===== src/rtl/l2_cache_ctrl_nway_if.sv =====
// Controller <-> CPU / datapath / memory signal bundle for the N-way L2 cache controller.
// The master side is the controller; the slave side is the datapath and memory.
interface l2_cache_ctrl_nway_if #(
    parameter int WAYS  = 4,
    parameter int CNT_W = 32
);
    localparam int IDX_W = $clog2(WAYS);

    logic             mem_read;
    logic             mem_write;
    logic             hit;
    logic [IDX_W-1:0] hit_way;
    logic [WAYS-1:0]  valid_out;
    logic [WAYS-1:0]  dirty_out;
    logic [IDX_W-1:0] plru_victim;
    logic             pmem_resp;

    logic             pmem_read;
    logic             pmem_write;
    logic             wb_addr_sel;
    logic [WAYS-1:0]  ld_tag;
    logic [WAYS-1:0]  ld_valid;
    logic [WAYS-1:0]  ld_dirty;
    logic [WAYS-1:0]  ld_data;
    logic             valid_in;
    logic             dirty_in;
    logic             data_sel;
    logic             lru_ld;
    logic [IDX_W-1:0] lru_way;
    logic             mem_resp;
    logic [CNT_W-1:0] hit_cnt;
    logic [CNT_W-1:0] miss_cnt;
    logic [CNT_W-1:0] wb_cnt;

    modport master (
        input  mem_read, mem_write, hit, hit_way, valid_out, dirty_out, plru_victim, pmem_resp,
        output pmem_read, pmem_write, wb_addr_sel, ld_tag, ld_valid, ld_dirty, ld_data,
               valid_in, dirty_in, data_sel, lru_ld, lru_way, mem_resp,
               hit_cnt, miss_cnt, wb_cnt
    );

    modport slave (
        output mem_read, mem_write, hit, hit_way, valid_out, dirty_out, plru_victim, pmem_resp,
        input  pmem_read, pmem_write, wb_addr_sel, ld_tag, ld_valid, ld_dirty, ld_data,
               valid_in, dirty_in, data_sel, lru_ld, lru_way, mem_resp,
               hit_cnt, miss_cnt, wb_cnt
    );
endinterface


===== src/rtl/l2_cache_ctrl_nway.sv =====
// N-way write-back L2 cache controller: hit/miss sequencing, victim selection,
// writeback and fill control, with saturating hit/miss/writeback counters.
module l2_cache_ctrl_nway #(
    parameter int WAYS  = 4,
    parameter int CNT_W = 32
) (
    input logic                 clk,
    input logic                 rst,
    l2_cache_ctrl_nway_if.master bus
);
    localparam int IDX_W = $clog2(WAYS);

    typedef enum logic [2:0] {IDLE, CHECK, VICTIM, WRITEBACK, FILL} state_t;

    state_t           state;
    logic [IDX_W-1:0] victim;
    logic [IDX_W-1:0] victim_pick;
    logic [WAYS-1:0]  hit_oh;
    logic [WAYS-1:0]  victim_oh;

    function automatic logic [CNT_W-1:0] sat_inc(input logic [CNT_W-1:0] c);
        return (&c) ? c : c + 1'b1;
    endfunction

    // Prefer an invalid way (lowest index wins); fall back to the PLRU choice.
    always_comb begin
        victim_pick = bus.plru_victim;
        for (int i = WAYS - 1; i >= 0; i--) begin
            if (!bus.valid_out[i]) victim_pick = IDX_W'(i);
        end
    end

    assign hit_oh    = WAYS'(1) << bus.hit_way;
    assign victim_oh = WAYS'(1) << victim;

    always_ff @(posedge clk) begin
        if (rst) begin
            state        <= IDLE;
            victim       <= '0;
            bus.hit_cnt  <= '0;
            bus.miss_cnt <= '0;
            bus.wb_cnt   <= '0;
        end else begin
            case (state)
                IDLE: if (bus.mem_read || bus.mem_write) state <= CHECK;
                CHECK: begin
                    if (bus.hit) begin
                        state       <= IDLE;
                        bus.hit_cnt <= sat_inc(bus.hit_cnt);
                    end else begin
                        state        <= VICTIM;
                        bus.miss_cnt <= sat_inc(bus.miss_cnt);
                    end
                end
                VICTIM: begin
                    victim <= victim_pick;
                    if (bus.valid_out[victim_pick] && bus.dirty_out[victim_pick])
                        state <= WRITEBACK;
                    else
                        state <= FILL;
                end
                WRITEBACK: begin
                    if (bus.pmem_resp) begin
                        state      <= FILL;
                        bus.wb_cnt <= sat_inc(bus.wb_cnt);
                    end
                end
                FILL: if (bus.pmem_resp) state <= CHECK;
                default: state <= IDLE;
            endcase
        end
    end

    // Strobes depend on the current state and the same-cycle datapath/memory inputs.
    always_comb begin
        bus.pmem_read   = 1'b0;
        bus.pmem_write  = 1'b0;
        bus.wb_addr_sel = 1'b0;
        bus.ld_tag      = '0;
        bus.ld_valid    = '0;
        bus.ld_dirty    = '0;
        bus.ld_data     = '0;
        bus.valid_in    = 1'b0;
        bus.dirty_in    = 1'b0;
        bus.data_sel    = 1'b0;
        bus.lru_ld      = 1'b0;
        bus.lru_way     = '0;
        bus.mem_resp    = 1'b0;
        case (state)
            CHECK: begin
                if (bus.hit) begin
                    bus.mem_resp = 1'b1;
                    bus.lru_ld   = 1'b1;
                    bus.lru_way  = bus.hit_way;
                    if (bus.mem_write) begin
                        bus.ld_data  = hit_oh;
                        bus.ld_dirty = hit_oh;
                        bus.dirty_in = 1'b1;
                    end
                end
            end
            WRITEBACK: begin
                bus.pmem_write  = 1'b1;
                bus.wb_addr_sel = 1'b1;
                if (bus.pmem_resp) bus.ld_dirty = victim_oh;
            end
            FILL: begin
                bus.pmem_read = 1'b1;
                if (bus.pmem_resp) begin
                    bus.ld_tag   = victim_oh;
                    bus.ld_valid = victim_oh;
                    bus.ld_data  = victim_oh;
                    bus.ld_dirty = victim_oh;
                    bus.valid_in = 1'b1;
                    bus.data_sel = 1'b1;
                end
            end
            default: ;
        endcase
    end
endmodule


===== src/flat_wrapper.sv =====
// flat-port wrapper written by rule: the top's interface ports become plain ports
module l2_cache_ctrl_nway_flat 
#(
    parameter int WAYS  = 4,
    parameter int CNT_W = 32
)
  (clk, rst, bus_mem_read, bus_mem_write, bus_hit, bus_hit_way, bus_valid_out, bus_dirty_out, bus_plru_victim, bus_pmem_resp, bus_pmem_read, bus_pmem_write, bus_wb_addr_sel, bus_ld_tag, bus_ld_valid, bus_ld_dirty, bus_ld_data, bus_valid_in, bus_dirty_in, bus_data_sel, bus_lru_ld, bus_lru_way, bus_mem_resp, bus_hit_cnt, bus_miss_cnt, bus_wb_cnt);
  l2_cache_ctrl_nway_if #(.WAYS(WAYS), .CNT_W(CNT_W)) bus_i ();
  input logic clk;
  input logic rst;
  input wire logic [$bits(bus_i.mem_read)-1:0] bus_mem_read;
  input wire logic [$bits(bus_i.mem_write)-1:0] bus_mem_write;
  input wire logic [$bits(bus_i.hit)-1:0] bus_hit;
  input wire logic [$bits(bus_i.hit_way)-1:0] bus_hit_way;
  input wire logic [$bits(bus_i.valid_out)-1:0] bus_valid_out;
  input wire logic [$bits(bus_i.dirty_out)-1:0] bus_dirty_out;
  input wire logic [$bits(bus_i.plru_victim)-1:0] bus_plru_victim;
  input wire logic [$bits(bus_i.pmem_resp)-1:0] bus_pmem_resp;
  output wire logic [$bits(bus_i.pmem_read)-1:0] bus_pmem_read;
  output wire logic [$bits(bus_i.pmem_write)-1:0] bus_pmem_write;
  output wire logic [$bits(bus_i.wb_addr_sel)-1:0] bus_wb_addr_sel;
  output wire logic [$bits(bus_i.ld_tag)-1:0] bus_ld_tag;
  output wire logic [$bits(bus_i.ld_valid)-1:0] bus_ld_valid;
  output wire logic [$bits(bus_i.ld_dirty)-1:0] bus_ld_dirty;
  output wire logic [$bits(bus_i.ld_data)-1:0] bus_ld_data;
  output wire logic [$bits(bus_i.valid_in)-1:0] bus_valid_in;
  output wire logic [$bits(bus_i.dirty_in)-1:0] bus_dirty_in;
  output wire logic [$bits(bus_i.data_sel)-1:0] bus_data_sel;
  output wire logic [$bits(bus_i.lru_ld)-1:0] bus_lru_ld;
  output wire logic [$bits(bus_i.lru_way)-1:0] bus_lru_way;
  output wire logic [$bits(bus_i.mem_resp)-1:0] bus_mem_resp;
  output wire logic [$bits(bus_i.hit_cnt)-1:0] bus_hit_cnt;
  output wire logic [$bits(bus_i.miss_cnt)-1:0] bus_miss_cnt;
  output wire logic [$bits(bus_i.wb_cnt)-1:0] bus_wb_cnt;
  assign bus_i.mem_read = bus_mem_read;
  assign bus_i.mem_write = bus_mem_write;
  assign bus_i.hit = bus_hit;
  assign bus_i.hit_way = bus_hit_way;
  assign bus_i.valid_out = bus_valid_out;
  assign bus_i.dirty_out = bus_dirty_out;
  assign bus_i.plru_victim = bus_plru_victim;
  assign bus_i.pmem_resp = bus_pmem_resp;
  assign bus_pmem_read = bus_i.pmem_read;
  assign bus_pmem_write = bus_i.pmem_write;
  assign bus_wb_addr_sel = bus_i.wb_addr_sel;
  assign bus_ld_tag = bus_i.ld_tag;
  assign bus_ld_valid = bus_i.ld_valid;
  assign bus_ld_dirty = bus_i.ld_dirty;
  assign bus_ld_data = bus_i.ld_data;
  assign bus_valid_in = bus_i.valid_in;
  assign bus_dirty_in = bus_i.dirty_in;
  assign bus_data_sel = bus_i.data_sel;
  assign bus_lru_ld = bus_i.lru_ld;
  assign bus_lru_way = bus_i.lru_way;
  assign bus_mem_resp = bus_i.mem_resp;
  assign bus_hit_cnt = bus_i.hit_cnt;
  assign bus_miss_cnt = bus_i.miss_cnt;
  assign bus_wb_cnt = bus_i.wb_cnt;
  l2_cache_ctrl_nway #(.WAYS(WAYS), .CNT_W(CNT_W)) u_core (.clk(clk), .rst(rst), .bus(bus_i));
endmodule

===== config.mk =====
export PLATFORM = sky130hd
export DESIGN_NAME = l2_cache_ctrl_nway_flat
export DESIGN_NICKNAME = d
export VERILOG_FILES = /design/src/rtl/l2_cache_ctrl_nway_if.sv /design/src/rtl/l2_cache_ctrl_nway.sv /design/src/flat_wrapper.sv
export SDC_FILE = /design/constraint.sdc
export NUM_CORES = 1
export LEC_CHECK = 0
export ABC_AREA = 1
export ABC_CLOCK_PERIOD_IN_PS = 2000
export BUFFER_PORTS_ARGS = -buffer_cell sky130_fd_sc_hd__clkbuf_2
export CORE_MARGIN = 2
export CORE_UTILIZATION = 25
export CTS_CLUSTER_DIAMETER = 200
export CTS_CLUSTER_SIZE = 30
export DETAILED_ROUTE_END_ITERATION = 12
export SLEW_MARGIN = 20
export SYNTH_ARGS = -nofsm -noshare
export SYNTH_HDL_FRONTEND = slang
export SYNTH_SLANG_ARGS = --single-unit

===== constraint.sdc =====
create_clock -name clk -period 2 [get_ports clk]
set_input_delay 0.2 -clock clk [delete_from_list [all_inputs] [get_ports clk]]
set_output_delay 0.2 -clock clk [all_outputs]
set_load 0.01 [all_outputs]

# Word level (Yosys, flattened, before mapping)
# Index checks and enable logic that the tools add are counted.
[op_classes]
n_addsub = 3
magnitude_cmp = 1
n_eq_ne = 7
n_shift = 2
n_mux = 31
bitwise = 4
n_reduce_logical = 11
[op_table]
columns = ["operator", "count"]
rows = [
  ["32-bit by 1-bit adder with 32-bit output (second input constant)", 3],
  ["32-bit AND reduction", 3],
  ["4-bit two-way mux", 4],
  ["4-bit case mux with 2 select lines", 2],
  ["3-bit case mux with 5 select lines", 1],
  ["2-bit two-way mux", 7],
  ["3-bit two-way mux", 4],
  ["3-bit AND reduction", 4],
  ["1-bit two-way mux", 11],
  ["1-bit by 2-bit left shift with 4-bit output (first input constant)", 2],
  ["3-bit by 2-bit == test with 1-bit output (second input constant)", 2],
  ["1-bit binary-select mux with 2-bit select", 2],
  ["2-bit inequality test (second input constant)", 2],
  ["1-bit inverter", 4],
  ["3-bit by 1-bit == test with 1-bit output (second input constant)", 1],
  ["3-bit == test (second input constant)", 1],
  ["3-bit zero test", 1],
  ["2-bit by 3-bit less-than comparator with 1-bit output (second input constant)", 1],
  ["2-bit by 1-bit inequality test with 1-bit output (second input constant)", 1],
  ["2-bit OR reduction", 1],
  ["1-bit logical AND", 1],
  ["1-bit logical OR", 1],
]
[totals]
register_bits = 101
input_bits = 18
out_inout_bits = 122

# Longest topological paths before layout
# Gate-level depths: netlist (run 1).
[logic_depth]
word_depth = 9
depth_mapped = 13

# Worst setup path before layout (run 1)
# Ideal clock, no wire load.
[synth_timing]
path_kind = "reg-to-reg"
startpoint = "reg u_core.bus.miss_cnt[1] (netlist bit)"
endpoint = "reg u_core.bus.miss_cnt[1] (netlist bit)"
setup_ns = 0.116
t_arrival_ns = 1.697
t_required_ns = 1.884
slack_ns = 0.187
stages_incl_launch_ff = 12
period_less_slack_ns = 1.813
path_cell_list = "dfxtp_1 -> ha_1 -> nand2_1 -> nor2_2 -> nand2_1 -> nor2_1 -> nand3b_1 -> nand2_2 -> inv_2 -> clkbuf_1 -> nor2_1 -> nor2_1"
[synth_between]
elab_chain_cells = 3
[synth_lines]
columns = ["item", "line_no", "source"]
rows = [
  ["from (decl)", "l2_cache_ctrl_nway_if.sv:39", "hit_cnt, miss_cnt, wb_cnt"],
  ["from (signal assigned)", "l2_cache_ctrl_nway.sv:52", "bus.miss_cnt <= sat_inc(bus.miss_cnt);"],
  ["branches (longest 3 deep; another with 32-bit by 1-bit adder with 32-bit output)", "--", ""],
]
# Parallel ways; which one is timed is not known.
# A chain may end at the register's enable or synchronous reset.

# Final worst setup path (run 1)
[layout_timing]
startpoint = "reg u_core.state[2]"
endpoint = "out bus_ld_dirty[1]"
[layout_between]
elab_chain_cells = 3
[layout_lines]
columns = ["item", "line_no", "source"]
rows = [
  ["from (decl)", "l2_cache_ctrl_nway.sv:15", "state_t state;"],
  ["from (signal assigned)", "l2_cache_ctrl_nway.sv:38", "state <= IDLE;"],
  ["from (signal assigned)", "l2_cache_ctrl_nway.sv:45", "IDLE: if (bus.mem_read || bus.mem_write) state <= CHECK;"],
  ["from (signal assigned)", "l2_cache_ctrl_nway.sv:48", "state <= IDLE;"],
  ["3-bit by 2-bit == test with 1-bit output / 3-bit == test (equally long branches)", "l2_cache_ctrl_nway.sv:89", "case (state)"],
  ["2-bit OR reduction (no source line)", "--", ""],
  ["4-bit case mux with 2 select lines *", "l2_cache_ctrl_nway.sv:89", ""],
  ["to (decl)", "flat_wrapper.sv:24", "output wire logic [$bits(bus_i.ld_dirty)-1:0] bus_ld_dirty;"],
]
# Mark *: on every way between the ends. The rest lies on a longest branch, timed or not.

==> summary.md, run 1 <==
| Metric | Value |
|---|---|
| Worst Setup SP | u_core.state[2] |
| Drt wl/cell | roughly 13 um |
| Psw | about 1.1 mW |
| Max IR drop VDD | between 0.3 and 0.4 mV |
| Switching share of power | a little over a quarter |
| DIE AREA | 26600 um2 |
| Initial core utilization | between 20% and 30% |
| Placed insts | 1477 |
| Number of endpoints failing setup at the final stage | 0 |
| Global route overflow | 0 |
| Avg Inst Size Synth | about 6.4 um2 |
| Critical Path End | bus_ld_dirty[1] |
| First-pass GRT wire length | about 31 mm |
| Clock power frac | between 40% and 50% |
| GRT Total Usage | about 15% |
| Part of the power in registers | roughly half |
| Worst reg2reg setup slack | around 0.18 ns |
| Crit path required time | between 1.5 and 2 ns |
| # IOs | 140 |
| Reg2reg start | u_core.bus.miss_cnt[0] |
| RSZ-0062 raised after global routing | no |
| Asr flop ratio synth | 0% |
| Area Overhead vs Synth | 26.0% |
| Combinational Power Share | slightly below 8% |
| CTS Sinks | ~100 |
| Worst EP arrival | about 1.6 ns |
| RR Endpoint | u_core.bus.miss_cnt[0] |
| Global placement routability congestion | 0.936 |
| Fin crit share | roughly nine tenths |
| Routed wire length | ~20 mm |
| Die height | between 150 and 200 um |
| Net Count, Synth | approximately 1000 |
| Setup bufs post-CTS | 0 |
| Internal power | 2.99 mW |
| Primary FF master, synth | dfxtp_1 |
| Core ar. | approximately 25000 um2 |
| Fmax | roughly 0.55 GHz |
| N_diodes | 0 |
| LEAKAGE | between 3 and 4 nW |
| Vias in the first global route | a little over 6000 |
| CTS tree | done |
| Ratio of cells with drive above 1 in the final layout | ~22% |
| Rel. slew slack | 65.5% |
| Synth Warn # | 0 |
| Final Hold Slack | between 0.15 and 0.2 ns |
| CP Capture Type | output port |
| Row count | between 50 and 60 |
| Worst hold path type | input pin to register |
| DR vias/cell | between 4 and 5 |
| Status | complete, no violations |
| Syn Std Cell Area | 6320 um2 |
| Clk slew on worst S/H paths | around 0.07 ns |
| PwrDens | approximately 510 nW/um2 |
| H-tree Lvls | 3 |
| Clock root buffer | clkbuf_16 |
| Detailed placement HPWL | between 15 and 20 mm |
| Crit-path max FO | 4 |
| Clk_skew | roughly 0.016 ns |
| Number of fill cells | about 2800 |
| Synth Register Bits | 101 |
| Post-synth EDFFs | 0 |
| Slew Limit Fails | 0 |
| DR vias | slightly below 7000 |
| Clock Tree Buf Depth | 2 |
| Initial antenna violation count | 0 |
| Largest net degree at the start of global routing | between 80 and 90 |
| Gate count after technology mapping | 987 |
| Drt pass-1 iters | 4 |
| Port Buf Inserts | about 140 |
| Die X | between 150 and 200 um |
| Setup TNS | 0 ns |
| WS Path Type | register to output port |
| Startpoint Class | register |
| Nets | 1179 |
| Final std cells w/o fill | 1493 |
| Layout Utilization | a little under a third |
| Yosys cell types | 34 |
| Clk_lat worst skew | around 0.36 ns |
| CTS Hold Buffers Added | 0 |
| Worst slew pin tran | around 0.51 ns |
| Design Power | 4.10 mW |
| DRT iter0 DRCs | ~390 |
| Post-synthesis sequential area ratio | 32.0% |
| Post-route antenna net violation count | 0 |
| Fin. Hold Viols | 0 |
| Number of cells on the worst reg-to-reg path | 10 |
| Min Tclk post-route | 1.82 ns |
| Max-cap viol count | 0 |
| Number of CTS-inserted buffers | 9 |
| DRC viols | 0 |
[through the flow]
| step | area (um2) | setup slack, ns |
|---|---|---|
| after floorplan | 6320 | 0.187 |
| after global placement | 7670 | 0.169 |
| after detailed placement | 7670 | 0.115 |
| after CTS | 7950 | 0.103 |
| after global routing | 7970 | 0.00224 |
| final | 7970 | 0.182 |
[cell families (layout without fill, tap and decap cells)]
family / after synthesis / in the layout / share of synthesized area, %
fa+ha+maj: 3 / 3 / 0.594
xor+xnor: 72 / 72 / 9.97
simple gates: 589 / 589 / 40.1
compound gates: 115 / 115 / 9.64
buf+inv: 107 / 283 / 7.70
flops: 101 / 101 / 32.0
[cell usage after synthesis (3+ instances only)]
cell	instances	area [um2]
buf_4	12	90.1
nand2_1	349	1310
inv_1	62	233
buf_6	3	33.8
xnor2_1	24	210
clkbuf_1	12	45.0
nor2_1	110	413
nand3b_1	8	60.1
o21ai_0	22	110
nor2_2	4	25.0
xor2_1	48	420
ha_1	3	37.5
nand2_4	3	33.8
nand4_1	19	119
nor3b_1	3	22.5
nor3_1	34	170
dfxtp_1	101	2020
a21oi_1	83	415
a21oi_2	9	78.8
buf_2	5	25.0
nand2_2	5	31.3
inv_2	12	45.0
nor3_2	8	80.1
nand3_1	38	190
[layout by cell type (no fill, tap or decap), drive strengths merged, types with 4 or more instances in the layout]
master	instances
o21ai	23
nand3b	9
nand2	357
nand4	19
xor2	48
nand3	39
clkinv	4
a21oi	92
buf	55
inv	76
clkbuf	147
dfxtp	101
nor3	43
nor2	115
xnor2	24
[metal layers]
layer | up-vias | part of all wire [%] | wire length [um] | GRT usage, %
met2 | 163 | 45 | 9030 | 24.1
met1 | 3091 | 48 | 9590 | 19.8
li1 | 3504 | - | - | -
met4 | 0 | 1.8 | 368 | 4.79
met5 | - | 0 | 0 | 0
met3 | 22 | 4.6 | 920 | 2.44
[power groups by stage]
stage	Clock, mW	Combinational, mW	Sequential [mW]
6_report	1.74	0.316	2.04
5_1_grt	1.89	0.354	2.04
4_1_cts	1.82	0.316	2.04
3_5_place_dp	0	0.314	2.08
3_3_place_gp	0	0.313	2.08
2_1_floorplan	0	0.194	2.09
[critical path, cell delays in order (launching register included)]
cell,delay (ns)
dfxtp_1,0.35
inv_1,0.09
nand3_1,0.10
nor2_2,0.13
inv_1,0.08
nor2_1,0.16
nand3_1,0.11
o21ai_0,0.10
clkbuf_2,0.16
[cell type report]
cell class	instances	area (um2)	area share (%)
multi-input combinational	779	3820	47.9
sequential	101	2020	25.4
timing repair buffer	193	1150	14.4
tap	330	413	5.18
inverter	74	283	3.55
clock buffer	9	225	2.83
clock inverter	7	60.1	0.754
[worst min path at each step]
| stage | depth (start not counted) | from | endpoint | slack, ns |
|---|---|---|---|---|
| 6_report | 3 | bus_valid_out[0] | u_core.victim[0] | 0.15 |
| 3_5_place_dp | 2 | u_core.bus.wb_cnt[7] | u_core.bus.wb_cnt[7] | 0.50 |
| 3_3_place_gp | 2 | u_core.bus.miss_cnt[3] | u_core.bus.miss_cnt[3] | 0.49 |
| 4_1_cts | 3 | bus_valid_out[0] | u_core.victim[0] | 0.13 |
| 5_1_grt | 3 | bus_valid_out[0] | u_core.victim[0] | 0.17 |
| 2_1_floorplan | 2 | bus_valid_out[0] | u_core.victim[0] | 0.39 |
[flip-flops by register name (all words and copies together), names as in the netlist]
signal               count
u_core.bus.miss_cnt     32
u_core.victim            2
u_core.bus.wb_cnt       32
u_core.bus.hit_cnt      32
u_core.state             3
[what timing repair did]
action,in CTS,in global routing
hold endpoints to repair,0,0
endpoints found under the setup margin,0,62
gates resized for setup,0,8
(Power assumes the default switching activity.)
==> inputs of run 2 (changes only) <==
--- a/config.mk
+++ b/config.mk
@@ -6,9 +6,8 @@
 export NUM_CORES = 1
 export LEC_CHECK = 0
 export ABC_AREA = 1
-export ABC_CLOCK_PERIOD_IN_PS = 2000
+export ABC_CLOCK_PERIOD_IN_PS = 1500
 export BUFFER_PORTS_ARGS = -buffer_cell sky130_fd_sc_hd__clkbuf_2
-export CORE_MARGIN = 2
 export CORE_UTILIZATION = 25
 export CTS_CLUSTER_DIAMETER = 200
 export CTS_CLUSTER_SIZE = 30
==> constraint.sdc (replaced) <==
create_clock -name clk -period 1.5 [get_ports clk]
set_input_delay 0.15 -clock clk [delete_from_list [all_inputs] [get_ports clk]]
set_output_delay 0.15 -clock clk [all_outputs]
set_load 0.01 [all_outputs]
==> summary.md, run 2 (synthesized netlist as in run 1, its figures left out) <==
| Metric | Value |
|---|---|
| Post-placement setup slack | -0.215 ns |
| Slew Limit Fails | 0 |
| Drt pass-1 iters | 5 |
| Part of the power in registers | about 45% |
| DR vias | around 8100 |
| Worst reg2reg setup slack | -0.26 ns |
| Internal power | roughly 4.2 mW |
| Row count | 57 |
| Worst slew pin tran | 0.572 ns |
| First-pass GRT wire length | roughly 40 mm |
| Psw | 1.77 mW |
| Detailed placement HPWL | 16.6 mm |
| Max-cap viol count | 0 |
| N_diodes | 0 |
| Largest net degree at the start of global routing | between 40 and 50 |
| Fin crit share | 118% |
| Clk_lat worst skew | 0.36 ns |
| Most frequent standard cell in the layout excluding fill and tap cells | buf_4 |
| Routed wire length | 25.9 mm |
| Max IR drop VDD | 0.401 mV |
| Drt wl/cell | approximately 15 um |
| Vias in the first global route | 7827 |
| Worst EP arrival | 1.99 ns |
| H-tree Lvls | 3 |
| CP Capture Type | register |
| WS Path Type | register to register |
| Initial antenna violation count | 0 |
| Crit-path max FO | 7 |
| Global route overflow | 0 |
| Switching share of power | roughly 29% |
| Number of CTS-inserted buffers | 9 |
| Min Tclk post-route | 1.76 ns |
| Fmax | between 0.5 and 0.6 GHz |
| Most frequent cells in the layout | buf_4 (254), nand2_1 (217), clkbuf_2 (117), nand2_4 (76), nor2_1 (68) |
| Biggest regs | u_core.bus.hit_cnt x32, u_core.bus.miss_cnt x32, u_core.bus.wb_cnt x32 |
| Initial core utilization | about a quarter |
| CTS Sinks | 101 |
| DIE AREA | 25900 um2 |
| Reg2reg start | u_core.bus.hit_cnt[13] |
| DRC viols | 0 |
| Worst Setup SP | u_core.bus.hit_cnt[13] |
| Final Hold Slack | 0.145 ns |
| RSZ-0062 raised after global routing | yes |
| Rel. slew slack | 61.8% |
| Number of cells on the worst reg-to-reg path | 10 |
| Status | complete, but fails checks |
| Clk slew on worst S/H paths | approximately 0.08 ns |
| CTS tree | done |
| Post-route antenna net violation count | 0 |
| PwrDens | between 400 and 500 nW/um2 |
| Number of endpoints failing setup at the final stage | around 120 |
| Setup ws final | -0.263 ns |
| Nets | about 1400 |
| Clock power frac | between 30% and 40% |
| Die X | between 150 and 200 um |
| Die height | roughly 160 um |
| Clock root buffer | clkbuf_16 |
| Ratio of cells with drive above 1 in the final layout | between 60% and 70% |
| Fin. Hold Viols | 0 |
| LEAKAGE | 5.96 nW |
| Core ar. | roughly 25000 um2 |
| Critical Path End | u_core.bus.hit_cnt[15] |
| RR Endpoint | u_core.bus.hit_cnt[15] |
| Crit path required time | around 1.7 ns |
| GRT Total Usage | a little under a fifth |
| Startpoint Class | register |
| Area Overhead vs Synth | 92.9% |
| # IOs | 140 |
| Violations in the final reports | negative setup slack |
| Global placement routability congestion | between 0.9 and 1 |
| Combinational Power Share | between 10% and 20% |
| DR vias/cell | roughly 4.7 |
| Clk_skew | 0.0135 ns |
| Clock Tree Buf Depth | 2 |
| DRT iter0 DRCs | roughly 450 |
| Port Buf Inserts | 139 |
| Worst hold path type | input pin to register |
-- run 2: worst max-delay path: stages, from the launching register on --
cell     delay (ns)
dfxtp_2        0.34
nand2_2        0.07
nor2_2         0.12
nand4_1        0.24
nor3_4         0.21
nand2_2        0.13
nand2_8        0.13
buf_16         0.21
inv_16         0.07
nand2_2        0.05
a21oi_1        0.05
-- run 2: per-stage QoR --
stage                     utilization, %  std cells  power [mW]  area, um2  setup TNS [ns]
after CTS                           46.5       1722        6.01      11400          -16.82
after floorplan                        -        987        3.08       6550           -3.22
after global placement              37.4       1649        3.25       9170          -11.01
after global routing                49.7       1741        6.24      12200          -29.72
final                               49.7       1741        6.01      12200          -21.14
after detailed placement            37.4       1649        3.25       9170          -12.39
-- run 2: what timing repair did --
| action | 4_1_cts | 5_1_grt |
|---|---|---|
| gates cloned | 15 | 1 |
| resized for setup | 381 | 194 |
| pin swaps | 78 | 65 |
| setup endpoints to repair | 118 | 120 |
| hold buffers | 0 | 0 |
| setup buffers | 46 | 21 |
-- run 2: final cells by class --
| class | instances | area [um2] |
|---|---|---|
| multi-input cells | 779 | 5430 |
| repair buffers | 440 | 3470 |
| well taps | 324 | 405 |
| clock buffers | 11 | 233 |
| fillers | 2282 | 12300 |
| clock inverters | 5 | 45.0 |
| repair inverters | 7 | 128 |
| inverters | 74 | 340 |
| flip-flops and latches | 101 | 2150 |
-- run 2: layer usage --
metal  routed length (um)  GRT usage (%)  vias to the layer above
met5                    0              0                        -
met4                  539           5.79                        0
met3                 1170           3.67                       38
met2                13000           32.5                      213
met1                11200           23.7                     3850
li1                     -              -                     4022
-- run 2: power groups by stage --
stage          sequential, mW  combinational (mW)  clock (mW)
5_1_grt                  2.71                1.01        2.52
3_3_place_gp             2.78               0.464           0
3_5_place_dp             2.78               0.466           0
2_1_floorplan            2.79               0.296           0
6_report                 2.71               0.959        2.35
4_1_cts                  2.71               0.886        2.41
-- run 2: worst min-delay path by stage --
stage                                       end  slack (ns)  depth (start not counted)                   from
after global routing           u_core.victim[0]        0.17                          3       bus_valid_out[0]
after detailed placement  u_core.bus.hit_cnt[6]        0.47                          2  u_core.bus.hit_cnt[6]
after global placement    u_core.bus.hit_cnt[6]        0.47                          2  u_core.bus.hit_cnt[6]
after CTS                      u_core.victim[0]        0.14                          3       bus_valid_out[0]
after floorplan                u_core.victim[0]        0.34                          2       bus_valid_out[0]
final                          u_core.victim[0]        0.14                          3       bus_valid_out[0]
